File: config.mk
export PLATFORM = sky130hd
export DESIGN_NAME = d_latch_write_sequencer
export DESIGN_NICKNAME = d
export VERILOG_FILES = /design/src/rtl/d_latch_write_sequencer.sv
export SDC_FILE = /design/constraint.sdc
export NUM_CORES = 1
export LEC_CHECK = 0
export CORE_UTILIZATION = 35
export DETAILED_ROUTE_END_ITERATION = 8
export GPL_TIMING_DRIVEN = 0
export HOLD_SLACK_MARGIN = 0.08
export SLEW_MARGIN = 20
export SYNTH_ARGS = -nofsm -noshare
export SYNTH_HDL_FRONTEND = slang
export SYNTH_SLANG_ARGS = --single-unit
File: constraint.sdc
create_clock -name clk -period 1.9 [get_ports clk]
set_clock_uncertainty 0.1 [all_clocks]
set_input_delay 0.38 -clock clk [delete_from_list [all_inputs] [get_ports clk]]
set_output_delay 0.38 -clock clk [all_outputs]
set_load 0.02 [all_outputs]
File: src/rtl/d_latch_write_sequencer.sv
`default_nettype none
// ============================================================================
// Module      : d_latch_write_sequencer
// Description : Drives a mux-based D latch with a setup / enable / hold
//               sequence for each accepted bit. Reads back q after hold,
//               flags mismatches and keeps a saturating error count.
// Revision    : 1.0 - initial release
// ============================================================================
module d_latch_write_sequencer #(
    parameter int SETUP_CYC = 2,
    parameter int EN_CYC    = 3,
    parameter int HOLD_CYC  = 1,
    parameter int CNT_W     = 4
) (
    input  logic       clk,
    input  logic       rst,
    input  logic       in_valid,
    input  logic       in_data,
    output logic       in_ready,
    output logic       latch_d,
    output logic       latch_en,
    input  logic       latch_q,
    input  logic       err_clr,
    output logic       done,
    output logic       err,
    output logic [7:0] err_count
);

    localparam logic [2:0] S_IDLE   = 3'd0;
    localparam logic [2:0] S_SETUP  = 3'd1;
    localparam logic [2:0] S_ENABLE = 3'd2;
    localparam logic [2:0] S_HOLD   = 3'd3;
    localparam logic [2:0] S_CHECK  = 3'd4;

    localparam logic [CNT_W-1:0] c_SETUP_LAST = CNT_W'(SETUP_CYC - 1);
    localparam logic [CNT_W-1:0] c_EN_LAST    = CNT_W'(EN_CYC - 1);
    localparam logic [CNT_W-1:0] c_HOLD_LAST  = CNT_W'(HOLD_CYC - 1);

    logic [2:0]       r_state;
    logic [2:0]       w_next_state;
    logic [CNT_W-1:0] r_cnt;
    logic             r_in_ready;
    logic             r_latch_d;
    logic             r_latch_en;
    logic             r_readback;
    logic [7:0]       r_err_count;
    logic             w_accept;
    logic             w_check;
    logic             w_err;

    assign w_accept = (r_state == S_IDLE) && in_valid;
    assign w_check  = (r_state == S_CHECK);
    assign w_err    = w_check && (r_readback != r_latch_d);

    // Next-state decode: each timed phase ends when its counter hits the last index
    always_comb begin
        w_next_state = r_state;
        case (r_state)
            S_IDLE:   if (in_valid)              w_next_state = S_SETUP;
            S_SETUP:  if (r_cnt == c_SETUP_LAST) w_next_state = S_ENABLE;
            S_ENABLE: if (r_cnt == c_EN_LAST)    w_next_state = S_HOLD;
            S_HOLD:   if (r_cnt == c_HOLD_LAST)  w_next_state = S_CHECK;
            S_CHECK:                             w_next_state = S_IDLE;
            default:                             w_next_state = S_IDLE;
        endcase
    end

    // State register and phase counter; counter restarts at 0 on every state change
    always_ff @(posedge clk or posedge rst) begin
        if (rst) begin
            r_state <= S_IDLE;
            r_cnt   <= '0;
        end else begin
            r_state <= w_next_state;
            if ((w_next_state != r_state) || (r_state == S_IDLE))
                r_cnt <= '0;
            else
                r_cnt <= r_cnt + 1'b1;
        end
    end

    // Registered latch pins and handshake: en/ready are decoded from the next
    // state so they toggle cleanly on the same edge as the state change, and
    // d only moves on the accept edge (when en is guaranteed low)
    always_ff @(posedge clk or posedge rst) begin
        if (rst) begin
            r_in_ready <= 1'b1;
            r_latch_en <= 1'b0;
            r_latch_d  <= 1'b0;
            r_readback <= 1'b0;
        end else begin
            r_in_ready <= (w_next_state == S_IDLE);
            r_latch_en <= (w_next_state == S_ENABLE);
            if (w_accept)
                r_latch_d <= in_data;
            if ((r_state == S_HOLD) && (w_next_state == S_CHECK))
                r_readback <= latch_q;
        end
    end

    // Saturating mismatch counter; clear wins over a same-cycle increment
    always_ff @(posedge clk or posedge rst) begin
        if (rst)
            r_err_count <= 8'd0;
        else if (err_clr)
            r_err_count <= 8'd0;
        else if (w_err && (r_err_count != 8'hFF))
            r_err_count <= r_err_count + 8'd1;
    end

    assign in_ready  = r_in_ready;
    assign latch_d   = r_latch_d;
    assign latch_en  = r_latch_en;
    assign done      = w_check;
    assign err       = w_err;
    assign err_count = r_err_count;

endmodule
`default_nettype wire

==> metrics.cfg <==
[layout]
drive_gt1_frac = 0.260
n_antenna_cell = 0
nNetsFinal = 143
nFillCells = 272
syn_to_final_growth_pct = 34.4
final_util = 0.496

[critical_path]
start_kind = flip-flop
crit_cells = 4
cp_slowest_cell = dfrtp_1
r2r_cells = 4
cp-end-kind = output port
worstPathRequired_ns = 1.42
crit_path_frequent_cell = buf_6
critical_path_class = reg -> out
path_buf_inv = 2
path_cells = buf_6, nor3b_4, and2_4, buf_6
cp_top_family = simple AND/OR/NAND/NOR gates
critPathMaxStageDelay_ns = 0.40
crit_path_max_fanout = 5
arrival_ns = 1.39

[logic_synthesis]
synth_xor_area_frac = 0.0430
syn-num-nets = 113
ys_ff_latch = 19
synthAdderAreaFrac = 0.0614
ys_types = 33
yosysSeqAreaShare = 0.468
synth_area_leaders = dfrtp_1 44%, ha_1 6.1%, a211oi_1 4.4%
synth.top_cell.area_share = 0.442
avgSynthCellArea_um2 = 9.99
synth_compound_area_frac = 0.118
synthMuxAreaShare = 0.0430
synth_top_family_by_area = simple AND/OR/NAND/NOR gates
netlist_instances = 102
synthSimpleGateAreaFrac = 0.217
synth_top_area_cell = dfrtp_1
syn_area_mm2 = 0.00102
synth_warnings = 0

[floorplanning]
die_h_um = 55.9
die_w_um = 55.9
initial_core_util = 0.369
dieArea_mm2 = 0.00313
rows = 19
core_area_mm2 = 0.00276
boundaryPins = 19

[detailed_routing]
wire_per_inst_um = 13.1
drt-pass1-iter-count = 4
antenna_left = 0
drc = 0
drtIter0Drc = 26
wl_met1_um = 937
drt_wl_total_um = 2120
top_layer = met4
met3_length_um = 115
met2_length_um = 1060
routed_via_density = 5.27
dr_total_vias = 853

[grt]
grt_pass1_vias = 853
grt_util_all_layers = 0.147
antenna_found_initial = 0
grt.overflow.total = 0
grt_max_degree = 20
grt_first_pass_wirelength_um = 3670

[timing]
fin_crit_sh = 0.982
drv_slew = 0
relSlewSlack = 0.535
hold_viol = 0
whs_ns = 0.353
worst_slew_pin_slew_ns = 0.697
setup_viol = 0
min_period_ns = 1.87
rsz0062_at_grt = yes
fmax_mhz = 536

[power_and_ir_drop]
vdd_drop_max_uv = 816
p_per_area_mw_per_mm2 = 1080
p_leak_nw = 0.590

[clocking]
cts.sinks = 19
cts_tree = done
numCtsBuffers = 3
htree_levels = 1
cts-root-buf = clkbuf_4
clock_latency_ns = 0.28
ctsHoldBuffers = 0
clkTransAtPathRegs_ns = 0.10
clk_path_buf_depth = 2

[place]
place.gp.congestion = 0.875
port_buffers = 17
dp_hpwl_um = 1520

[worst_hold_path]
min_path_type = in -> reg
worstHoldPathCells = 2

[run]
cap_violations = 0

[outcome]
outcome = completed

-- path summary, 6_finish.rpt --
kind                                           from                  endpoint  slack (ns)
setup / recovery               r_state[1]$_DFF_PP0_                       err        0.03
hold / removal                              err_clr  err_count[4]$_DFFE_PP0P_        0.35
setup reg to reg                 r_cnt[2]$_DFF_PP0_        r_cnt[2]$_DFF_PP0_        0.09
hold reg to reg            err_count[7]$_DFFE_PP0P_  err_count[7]$_DFFE_PP0P_        0.41
max in group asynchronous                       rst      r_state[0]$_DFF_PP0_        0.83
min in group asynchronous                       rst  err_count[6]$_DFFE_PP0P_        0.39
-- registers in the layout, summed over array words and instances (netlist names) --
| signal | flops |
|---|---|
| r_readback | 1 |
| in_ready | 1 |
| err_count | 8 |
| latch_d | 1 |
| r_state | 3 |
| r_cnt | 4 |
| latch_en | 1 |
-- metrics by stage --
stage	setup slack, ns	setup TNS, ns	instances	total power, W	area, µm²
after global placement	-0.232	-0.629	150	0.00110	1230
after floorplan	0.0313	0	102	0.000940	1020
after global routing	-0.0252	-0.0357	162	0.00159	1370
final	0.0337	0	162	0.00148	1370
after CTS	0.00599	0	156	0.00142	1320
after detailed placement	-0.246	-0.808	150	0.00112	1230
-- metal layers --
layer  vias up  GRT usage
met5         -          0
met3         2     0.0302
met4         0     0.0523
met2        20      0.244
met1       414      0.192
li1        417          -
-- kinds of logic (layout without fill, tap and decap cells) --
group	after synthesis	in the layout
AND/OR/NAND/NOR	39	39
flip-flops	19	19
AO/OA/AOI/OAI	18	18
buffers and inverters	12	41
adder cells (fa/ha/maj)	5	5
XOR/XNOR	5	5
multiplexers	4	4
-- final cells by class --
cell class | instances | area (µm²) | area share
multi-input cells | 71 | 532 | 0.388
flip-flops and latches | 19 | 479 | 0.350
well taps | 31 | 38.8 | 0.0283
repair buffers | 27 | 240 | 0.176
plain buffers | 3 | 26.3 | 0.0192
clock buffers | 4 | 26.3 | 0.0192
inverters | 7 | 26.3 | 0.0192
-- what timing repair did --
action                     CTS  global route
setup endpoints to repair    6             6
pin swaps                    1             2
gates resized for setup     23             7
buffers inserted             3             7
-- report_power, final --
group / switching [W] / internal, W
Clock: 0.000115 / 0.0000815
Combinational: 0.000364 / 0.000344
Sequential: 0.0000761 / 0.000498
Total: 0.000555 / 0.000924
-- synth_stat cells --
master / count
o21ba_2: 1
nand2_1: 2
mux2_2: 3
nand3_1: 6
nor4b_1: 2
o211ai_1: 1
a211oi_1: 6
nor3b_1: 1
a2111oi_0: 1
or4_1: 1
mux2i_1: 1
a21oi_1: 5
ha_1: 5
xor2_1: 3
and3_1: 3
a31oi_1: 1
nor2b_1: 2
nor3b_2: 1
and2_1: 1
nor3_1: 2
dfrtp_1: 18
nand3b_1: 1
buf_2: 4
or3_1: 2
nor2_4: 1
o31ai_1: 1
nand4_1: 3
nor2_1: 11
xnor2_1: 2
o21ai_0: 2
inv_1: 7
dfstp_2: 1
buf_1: 1
-- layout by cell type, fill, tap and decap left out, drive strengths merged --
master	n
o21ai	2
ha	5
a21oi	5
dlygate4sd2	1
or4	1
xnor2	2
o31ai	1
a211oi	6
nand4	3
a31oi	1
nand3	6
o21ba	1
a2111oi	1
nor3b	2
nor2	12
clkdlybuf4s50	14
nand2	2
and3	3
dfrtp	18
o211ai	1
inv	7
dfstp	1
mux2	3
or3	2
nor3	2
buf	15
nor4b	2
nor2b	2
and2	1
nand3b	1
xor2	3
mux2i	1
clkbuf	4
Power figures use the tool's default switching activity.
